**src/rtl/spiram_bus_bridge.sv**
```systemverilog
// Bridge between a FemtoRV-style CPU memory port and the SPI RAM controller.
// A masked 32-bit write is split into single-byte controller writes issued in
// ascending byte order; a read becomes one 32-bit controller read. All
// handshaking with the controller busy lines is absorbed here, so the CPU
// only sees mem_rbusy / mem_wbusy.
module spiram_bus_bridge #(
  parameter int ADDR_BITS     = 16,
  parameter int ISSUE_TIMEOUT = 15
) (
  input  logic                 clk,
  input  logic                 reset,
  input  logic [31:0]          mem_address,
  input  logic [31:0]          mem_wdata,
  input  logic [3:0]           mem_wmask,
  input  logic                 mem_rstrb,
  output logic [31:0]          mem_rdata,
  output logic                 mem_rbusy,
  output logic                 mem_wbusy,
  output logic                 timeout_err,
  output logic                 ram_rd,
  output logic                 ram_wr,
  output logic [ADDR_BITS-1:0] ram_word_address,
  output logic [7:0]           ram_wdata,
  input  logic [31:0]          ram_rdata,
  input  logic                 ram_rbusy,
  input  logic                 ram_wbusy
);

  localparam int CNT_W = $clog2(ISSUE_TIMEOUT + 1);
  localparam logic [CNT_W-1:0] CNT_LAST = CNT_W'(ISSUE_TIMEOUT - 1);

  typedef enum logic [2:0] {
    IDLE    = 3'd0,
    W_ISSUE = 3'd1,
    W_WAIT  = 3'd2,
    R_ISSUE = 3'd3,
    R_WAIT  = 3'd4
  } state_t;

  // Registered state
  state_t                 r_state;
  logic [ADDR_BITS-3:0]   r_addr;      // word part of the byte address
  logic [31:0]            r_wdata;
  logic [3:0]             r_mask;      // bytes still to be written
  logic                   r_pend_rd;   // read queued behind the current write
  logic [1:0]             r_byte_idx;  // byte currently owned by the controller
  logic [CNT_W-1:0]       r_cnt;       // issue timeout counter
  logic [31:0]            r_rdata;
  logic                   r_rbusy;
  logic                   r_wbusy;
  logic                   r_terr;

  // Next-state values
  state_t                 w_state_nxt;
  logic [ADDR_BITS-3:0]   w_addr_nxt;
  logic [31:0]            w_wdata_nxt;
  logic [3:0]             w_mask_nxt;
  logic                   w_pend_rd_nxt;
  logic [1:0]             w_byte_idx_nxt;
  logic [CNT_W-1:0]       w_cnt_nxt;
  logic [31:0]            w_rdata_nxt;
  logic                   w_rbusy_nxt;
  logic                   w_wbusy_nxt;
  logic                   w_terr_nxt;

  logic [1:0]             w_idx;       // lowest remaining byte of the mask
  logic                   w_unused_addr;

  // Only the RAM byte address range (minus the byte lane) is forwarded.
  assign w_unused_addr = ^{mem_address[31:ADDR_BITS], mem_address[1:0]};

  function automatic logic [1:0] lowest_set(input logic [3:0] m);
    if (m[0])      return 2'd0;
    else if (m[1]) return 2'd1;
    else if (m[2]) return 2'd2;
    else           return 2'd3;
  endfunction

  assign w_idx       = lowest_set(r_mask);
  assign mem_rdata   = r_rdata;
  assign mem_rbusy   = r_rbusy;
  assign mem_wbusy   = r_wbusy;
  assign timeout_err = r_terr;

  // State register and datapath registers, synchronous active-low reset.
  always_ff @(posedge clk) begin
    // NOTE: sequential state uses non-blocking assignments so every register
    // samples the pre-edge values, independent of statement order.
    if (!reset) begin
      r_state    <= IDLE;
      r_addr     <= '0;
      r_wdata    <= '0;
      r_mask     <= '0;
      r_pend_rd  <= 1'b0;
      r_byte_idx <= '0;
      r_cnt      <= '0;
      r_rdata    <= '0;
      r_rbusy    <= 1'b0;
      r_wbusy    <= 1'b0;
      r_terr     <= 1'b0;
    end else begin
      r_state    <= w_state_nxt;
      r_addr     <= w_addr_nxt;
      r_wdata    <= w_wdata_nxt;
      r_mask     <= w_mask_nxt;
      r_pend_rd  <= w_pend_rd_nxt;
      r_byte_idx <= w_byte_idx_nxt;
      r_cnt      <= w_cnt_nxt;
      r_rdata    <= w_rdata_nxt;
      r_rbusy    <= w_rbusy_nxt;
      r_wbusy    <= w_wbusy_nxt;
      r_terr     <= w_terr_nxt;
    end
  end

  // Next-state logic and controller-side outputs.
  always_comb begin
    // NOTE: every signal gets a default before the case so no path leaves
    // one unassigned, which would otherwise infer a latch.
    w_state_nxt      = r_state;
    w_addr_nxt       = r_addr;
    w_wdata_nxt      = r_wdata;
    w_mask_nxt       = r_mask;
    w_pend_rd_nxt    = r_pend_rd;
    w_byte_idx_nxt   = r_byte_idx;
    w_cnt_nxt        = r_cnt;
    w_rdata_nxt      = r_rdata;
    w_rbusy_nxt      = r_rbusy;
    w_wbusy_nxt      = r_wbusy;
    w_terr_nxt       = r_terr;
    ram_rd           = 1'b0;
    ram_wr           = 1'b0;
    ram_word_address = '0;
    ram_wdata        = '0;

    unique case (r_state)
      IDLE: begin
        if (mem_wmask != 4'b0000) begin
          w_addr_nxt    = mem_address[ADDR_BITS-1:2];
          w_wdata_nxt   = mem_wdata;
          w_mask_nxt    = mem_wmask;
          w_wbusy_nxt   = 1'b1;
          w_pend_rd_nxt = mem_rstrb;
          w_rbusy_nxt   = mem_rstrb;
          w_cnt_nxt     = '0;
          w_state_nxt   = W_ISSUE;
        end else if (mem_rstrb) begin
          w_addr_nxt  = mem_address[ADDR_BITS-1:2];
          w_rbusy_nxt = 1'b1;
          w_cnt_nxt   = '0;
          w_state_nxt = R_ISSUE;
        end
      end

      W_ISSUE: begin
        ram_wr           = 1'b1;
        ram_word_address = {r_addr, w_idx};
        ram_wdata        = r_wdata[{w_idx, 3'b000} +: 8];
        w_byte_idx_nxt   = w_idx;
        // A byte whose strobe is never acknowledged is counted as written so
        // the rest of the word still goes out.
        if (ram_wbusy || (r_cnt == CNT_LAST)) begin
          w_mask_nxt[w_idx] = 1'b0;
          w_terr_nxt        = r_terr | ~ram_wbusy;
          w_state_nxt       = W_WAIT;
        end else begin
          w_cnt_nxt = r_cnt + 1'b1;
        end
      end

      W_WAIT: begin
        // Address and data stay on the byte the controller is writing.
        ram_word_address = {r_addr, r_byte_idx};
        ram_wdata        = r_wdata[{r_byte_idx, 3'b000} +: 8];
        if (!ram_wbusy) begin
          w_cnt_nxt = '0;
          if (r_mask != 4'b0000) begin
            w_state_nxt = W_ISSUE;
          end else begin
            w_wbusy_nxt = 1'b0;
            w_state_nxt = r_pend_rd ? R_ISSUE : IDLE;
          end
        end
      end

      R_ISSUE: begin
        ram_rd           = 1'b1;
        ram_word_address = {r_addr, 2'b00};
        if (ram_rbusy) begin
          w_state_nxt = R_WAIT;
        end else if (r_cnt == CNT_LAST) begin
          w_rdata_nxt   = 32'hFFFF_FFFF;
          w_rbusy_nxt   = 1'b0;
          w_pend_rd_nxt = 1'b0;
          w_terr_nxt    = 1'b1;
          w_state_nxt   = IDLE;
        end else begin
          w_cnt_nxt = r_cnt + 1'b1;
        end
      end

      R_WAIT: begin
        ram_word_address = {r_addr, 2'b00};
        if (!ram_rbusy) begin
          w_rdata_nxt   = ram_rdata;
          w_rbusy_nxt   = 1'b0;
          w_pend_rd_nxt = 1'b0;
          w_state_nxt   = IDLE;
        end
      end

      default: w_state_nxt = IDLE;
    endcase
  end

endmodule

```
**config.mk**
```make
export PLATFORM = sky130hd
export DESIGN_NAME = spiram_bus_bridge
export DESIGN_NICKNAME = d
export VERILOG_FILES = /design/src/rtl/spiram_bus_bridge.sv
export SDC_FILE = /design/constraint.sdc
export NUM_CORES = 1
export LEC_CHECK = 0
export ABC_CLOCK_PERIOD_IN_PS = 1800
export CORE_MARGIN = 10
export CORE_UTILIZATION = 35
export DETAILED_ROUTE_END_ITERATION = 10
export PLACE_DENSITY = 0.7
export SETUP_SLACK_MARGIN = 0.15
export SYNTH_ARGS = -nofsm -noshare
export SYNTH_HDL_FRONTEND = slang
export SYNTH_SLANG_ARGS = --single-unit
export TNS_END_PERCENT = 10
```
**constraint.sdc**
```tcl
create_clock -name clk -period 1.8 [get_ports clk]
set_input_delay 0.45 -clock clk [delete_from_list [all_inputs] [get_ports clk]]
set_output_delay 0.45 -clock clk [all_outputs]
set_load 0.1 [all_outputs]
```
==> impl_metrics.py, run 1 <==
metrics = {
    "sta": {
        "fin_ws_ns": -0.756,
        "max-slew-margin-rel": 0.639,
        "grt_setup_unrepaired": "yes",
        "hold_viol_final": 0,
        "fin_crit_sh": 1.42,
        "whs_ns": 0.463,
        "finalClockSkew_ns": 0.0108,
        "slew_viol_final": 0,
        "fmax_ghz": 0.391,
        "post-route-min-period_ns": 2.56,
        "tns_ns": -13.83,
        "setup_viol": 52,
        "tightestPinTransition_ns": 0.540,
    },
    "synth": {
        "synth_enable_flop_cells": 0,
        "async_flop_share": 0,
        "synth-seq-cells": 95,
        "ys_warn_count": 0,
        "seq_area_frac_synth": 0.460,
        "syn_inst": 438,
        "synth_cell_types": 51,
        "syn-cell-area_sq_um": 4130,
        "ys.flop_type": "dfxtp_1",
        "syn-num-nets": 545,
        "syn_avg_cell_area_sq_um": 9.44,
    },
    "routing": {
        "drtPass1Iterations": 4,
        "drc": 0,
        "vias_per_cell": 5.25,
        "routed_wl_um": 14500,
        "postRouteAntennaNets": 0,
        "drt_iter0_markers": 259,
        "wl_per_cell_um": 18.6,
        "vias": 4079,
    },
    "floorplanning": {
        "dieHeight_um": 129,
        "fp.dieW_um": 129,
        "dieArea_sq_um": 16600,
        "io_pins": 166,
        "start_util": 0.360,
        "rows": 39,
        "coreArea_sq_um": 11500,
    },
    "clock_tree": {
        "cts_root_buffer": "clkbuf_16",
        "clk_pin_slew_ns": 0.06,
        "cts_max_level": 3,
        "cts_tree": "built",
        "clk_latency_ns": 0.35,
        "numCtsBuffers": 9,
        "ctsHoldBuffers": 0,
        "clock_path_buffers": 2,
        "cts_sinks": 95,
    },
    "worst_setup_path": {
        "critical_path_required_ns": 1.35,
        "max_stage_delay_ns": 0.43,
        "path_class": "register to primary output",
        "r2r_cells": 10,
        "cp_max_fo": 11,
        "crit_path_end_kind": "primary output",
        "path_common_cell": "buf_12",
        "worst_path_max_delay_cell": "or3b_4",
        "arrival_ns": 2.11,
        "cp-start-kind": "register",
        "cp_cell_sequence": "or3b_4 > mux2i_4 > buf_12 > buf_12 > a211oi_4 > buf_12",
    },
    "cells_and_area": {
        "drive_above_1_share": 0.405,
        "final_util": 0.659,
        "syn_to_final_growth_pct": 82.8,
        "antenna_cells": 0,
        "fin_nets": 736,
        "fin_cells": 777,
    },
    "placement": {
        "dp_slack_ns": -0.692,
        "dp_cells": 748,
        "dp_hpwl_um": 10700,
        "place_congestion": 0.876,
        "port_buffers": 147,
    },
    "status": {
        "status": "finished with violations",
        "violations": "negative setup slack",
    },
    "hold_path": {
        "hold_path.class": "register to register",
        "worstHoldPathCells": 2,
    },
    "power": {
        "p_leak_nw": 2.97,
        "peakVddDrop_mv": 1.13,
        "powerDensity_nw_per_um2": 1170,
    },
    "global_routing": {
        "grt_pass1_wl_um": 22600,
        "grt_pass1_vias": 4219,
        "antenna_found_initial": 0,
        "grtUsageTotal": 0.170,
        "grt_max_degree": 34,
        "gr-total-overflow": 0,
    },
    "run": {
        "cap_violations": 0,
    },
}
[worst max-delay path: cells and delay by family (launching register included)]
kind,cells,cell delay (ns)
AOI/OAI and AO/OA,1,0.26
buffers and inverters,3,0.52
DFF,1,0.34
muxes,1,0.21
and+or+nand+nor,1,0.43
[metal layers]
| metal | share of wire | global-route usage | vias to the layer above |
|---|---|---|---|
| met3 | 0.063 | 0.0567 | 10 |
| li1 | - | - | 1973 |
| met5 | 0 | 0 | - |
| met1 | 0.37 | 0.183 | 1992 |
| met2 | 0.55 | 0.310 | 104 |
| met4 | 0.010 | 0.0452 | 0 |
[Yosys cell counts (2+ instances only)]
| library cell | instances | area share |
|---|---|---|
| a211oi_1 | 8 | 0.015 |
| a21oi_1 | 42 | 0.051 |
| a221oi_1 | 8 | 0.017 |
| a41oi_1 | 2 | 0.0042 |
| and2_1 | 22 | 0.033 |
| and3_1 | 2 | 0.0030 |
| buf_2 | 8 | 0.0097 |
| buf_4 | 3 | 0.0054 |
| buf_6 | 5 | 0.014 |
| clkbuf_1 | 16 | 0.015 |
| dfxtp_1 | 95 | 0.46 |
| ha_1 | 2 | 0.0061 |
| inv_2 | 2 | 0.0018 |
| mux2_2 | 3 | 0.0082 |
| mux2i_1 | 22 | 0.053 |
| nand2_1 | 82 | 0.074 |
| nand2b_1 | 2 | 0.0030 |
| nand3_1 | 5 | 0.0061 |
| nand3b_1 | 3 | 0.0054 |
| nor2_1 | 23 | 0.021 |
| nor3_1 | 6 | 0.0073 |
| nor4b_1 | 2 | 0.0042 |
| o21ai_0 | 4 | 0.0048 |
| o221a_2 | 34 | 0.093 |
| o22ai_1 | 2 | 0.0030 |
| o31ai_4 | 2 | 0.010 |
| or3_1 | 8 | 0.012 |
| or3b_1 | 2 | 0.0042 |
[repair_timing]
item                       in CTS  in global routing
resized for setup              52                 38
cloned                          0                  0
pin swaps                      35                 10
setup buffers                  13                  0
setup endpoints to repair     115                118
[flip-flops by register name, summed over array words and instances, names as in the netlist]
| signal | count |
|---|---|
| mem_rbusy | 1 |
| mem_rdata | 32 |
| r_byte_idx | 2 |
| r_cnt | 4 |
| r_mask | 4 |
| r_addr | 14 |
| r_state | 3 |
| mem_wbusy | 1 |
| r_pend_rd | 1 |
| r_wdata | 32 |
| timeout_err | 1 |
[layout by cell type (no fill, tap or decap), types with 2 or more instances in the layout]
cell             instances
a41oi_1                  2
clkbuf_16                9
clkdlybuf4s50_1         82
nand2b_1                 2
ha_1                     2
or3_1                    3
a221oi_2                 7
nand2_2                  8
nand3b_1                 3
dfxtp_2                  2
a21oi_1                 23
nand2_4                  4
buf_12                  71
nand2_1                 70
o21ai_0                  2
nor2_1                  20
nor2_4                   4
o31ai_4                  2
and2_1                  21
o22ai_1                  2
a21oi_2                 19
inv_2                    2
nand3_1                  5
clkbuf_1                 2
o221a_2                 33
o21ai_1                  2
clkbuf_2                 2
clkinvlp_4               2
buf_4                   47
nor3_4                   2
mux2i_1                 22
a211oi_4                 8
mux2_2                   2
and3_1                   2
nor3_1                   3
buf_8                    2
or3_4                    6
clkinv_4                 2
dfxtp_1                 93
buf_6                    7
[path summary, 6_finish.rpt]
path / to / slack (ns) / startpoint
worst max-delay path: ram_wdata[2] / -0.76 / r_state[2]
worst min register to register: r_wdata[7] / 0.46 / r_wdata[7]
worst max register to register: r_mask[0] / -0.13 / r_state[2]
worst min-delay path: r_wdata[7] / 0.46 / r_wdata[7]
[logic make-up after synthesis]
logic type      count (synthesis)  synth area share
compound gates                112             0.221
xor+xnor                        1           0.00212
fa+ha+maj                       2           0.00605
buf+inv                        37            0.0518
flops                          95             0.460
mux                            26            0.0669
simple gates                  165             0.192
[final cells by class]
class                           count  area (sq um)
Fill cell                         842          3910
Tap cell                          143           179
Inverter                            4          20.0
Clock inverter                      5          58.8
Multi-Input combinational cell    306          2430
Timing Repair Buffer              213          2730
Sequential cell                    95          1900
Clock buffer                       11           233
[per-stage QoR]
| stage | total power, mW | cell area [sq um] |
|---|---|---|
| 4_1_cts | 8.74 | 7420 |
| 5_1_grt | 9.19 | 7550 |
| 2_1_floorplan | 4.93 | 4250 |
| 3_3_place_gp | 6.39 | 6820 |
| 6_report | 8.82 | 7550 |
| 3_5_place_dp | 6.47 | 6820 |
[power by group]
group / switching (mW) / leakage [nW] / internal (mW)
clock: 0.818 / 0.136 / 1.08
combinational: 2.49 / 2.06 / 1.95
sequential: 0.153 / 0.778 / 2.33
total: 3.46 / 2.97 / 5.36
(Power assumes the default switching activity.)
==> run 2, diff against run 1 <==
--- a/config.mk
+++ b/config.mk
@@ -10,6 +10,7 @@
 export CORE_UTILIZATION = 35
 export DETAILED_ROUTE_END_ITERATION = 10
 export PLACE_DENSITY = 0.7
+export RECOVER_POWER = 25
 export SETUP_SLACK_MARGIN = 0.15
 export SYNTH_ARGS = -nofsm -noshare
 export SYNTH_HDL_FRONTEND = slang
==> run 2 against run 1 <==
Against the previous run: the flow still finishes with violations (negative setup slack); sequential power barely moved; register-to-register slack barely moved; die area did not move; clock skew barely moved; sequential cell count did not move; highest routed layer unchanged; global-route usage did not move; total power fell by 0.30%; non-clock buffer count did not move.
==> impl_metrics.py, run 2 (synthesized netlist as in run 1, its figures left out) <==
metrics = {
    "sta": {
        "setup_viol": 51,
        "max-slew-margin-rel": 0.623,
        "grt_setup_unrepaired": "yes",
        "hold_viol_final": 0,
        "tns_ns": -13.58,
        "whs_ns": 0.464,
        "tightestPinTransition_ns": 0.567,
        "finalClockSkew_ns": 0.0106,
        "fin_ws_ns": -0.752,
        "post-route-min-period_ns": 2.55,
        "fmax_ghz": 0.392,
        "fin_crit_sh": 1.42,
        "slew_viol_final": 0,
    },
    "clock_tree": {
        "clock_path_buffers": 2,
        "numCtsBuffers": 9,
        "cts_tree": "built",
        "cts_root_buffer": "clkbuf_16",
        "clk_latency_ns": 0.35,
        "cts_max_level": 3,
        "clk_pin_slew_ns": 0.06,
        "cts_sinks": 95,
    },
    "global_routing": {
        "grtUsageTotal": 0.170,
        "gr-total-overflow": 0,
        "grt_pass1_vias": 4219,
        "grt_max_degree": 34,
        "antenna_found_initial": 0,
        "grt_pass1_wl_um": 22600,
    },
    "floorplanning": {
        "fp.dieW_um": 129,
        "rows": 39,
        "io_pins": 166,
        "dieArea_sq_um": 16600,
        "coreArea_sq_um": 11500,
        "start_util": 0.360,
        "dieHeight_um": 129,
    },
    "worst_setup_path": {
        "startpoint": "r_state[2]",
        "max_stage_delay_ns": 0.43,
        "crit_path_end_kind": "primary output",
        "worst_path_max_delay_cell": "or3b_4",
        "r2r-start": "r_state[2]",
        "cp_max_fo": 11,
        "critical_path_required_ns": 1.35,
        "cp_cell_sequence": "or3b_4 > mux2i_4 > buf_12 > buf_12 > a211oi_4 > buf_12",
        "cpLargestDelayFamily": "buffers and inverters",
        "crit_buf_inv": 3,
        "arrival_ns": 2.10,
        "cp-start-kind": "register",
        "path_common_cell": "buf_12",
        "path_class": "register to primary output",
    },
    "placement": {
        "dp_hpwl_um": 10700,
        "place_congestion": 0.876,
        "port_buffers": 147,
        "placed_area_sq_um": 6820,
        "dp_cells": 748,
        "dp_slack_ns": -0.692,
    },
    "routing": {
        "vias_per_cell": 5.28,
        "vias": 4100,
        "drc": 0,
        "wl_per_cell_um": 18.6,
        "postRouteAntennaNets": 0,
        "drt_iter0_markers": 246,
        "routed_wl_um": 14500,
        "drtPass1Iterations": 4,
    },
    "power": {
        "p_leak_nw": 2.92,
        "total_power_mw": 8.80,
        "powerDensity_nw_per_um2": 1200,
        "peakVddDrop_mv": 1.13,
    },
    "cells_and_area": {
        "regArea_sq_um": 1900,
        "drive_above_1_share": 0.405,
        "multi_input_area_sq_um": 2430,
        "nFillCells": 867,
        "stdcell_area_sq_um": 7340,
        "layout_common_cells": "dfxtp_1 (93), clkdlybuf4s50_1 (82), nand2_1 (70)",
        "final_util": 0.640,
        "final_common_cell": "dfxtp_1",
        "syn_to_final_growth_pct": 77.7,
        "fin_cells": 777,
        "antenna_cells": 0,
        "fin_nets": 736,
    },
    "status": {
        "status": "finished with violations",
        "violations": "negative setup slack",
    },
    "run": {
        "cap_violations": 0,
    },
    "hold_path": {
        "holdCritStartpoint": "r_wdata[7]",
        "hold_path.class": "register to register",
    },
}
## run 2: worst paths after layout
path | cells after the start | to | slack (ns)
max reg2reg | 10 | r_mask[0] | -0.13
min | 2 | r_wdata[7] | 0.46
max | 6 | ram_wdata[2] | -0.75
min reg2reg | 2 | r_wdata[7] | 0.46
## run 2: report_power, final
part / internal [mW] / switching (mW) / total, mW
registers: 2.33 / 0.152 / 2.48
clock network: 1.08 / 0.817 / 1.90
logic: 1.93 / 2.49 / 4.42
## run 2: repair_timing
action | in CTS | in global routing
endpoints found under the setup margin | 115 | 118
pin swaps | 35 | 10
resized for setup | 52 | 38
buffers inserted | 13 | 0
hold buffers | 0 | 0
## run 2: cell type report
cell class              instances  area share
well taps                     143      0.0244
multi-input cells             306       0.330
clock inverters                 5     0.00801
flip-flops and latches         95       0.259
inverters                       4     0.00273
clock buffers                  11      0.0317
repair buffers                213       0.343
## run 2: routing by layer
metal / part of all wire / up-vias / GRT usage / wire, um
met2: 0.55 / 111 / 0.310 / 7970
li1: - / 1970 / - / -
met4: 0.010 / 0 / 0.0452 / 149
met5: 0 / - / 0 / 0
met3: 0.064 / 10 / 0.0567 / 923
met1: 0.37 / 2009 / 0.183 / 5410
## run 2: worst register-to-register path: stages (launching register included)
cell and delay (ns):
dfxtp_2 0.35, buf_4 0.25, nor2_4 0.08, nand2_4 0.09, clkinv_4 0.07, buf_4 0.13
buf_6 0.11, buf_6 0.11, buf_6 0.12, or3b_1 0.38, a21oi_1 0.17
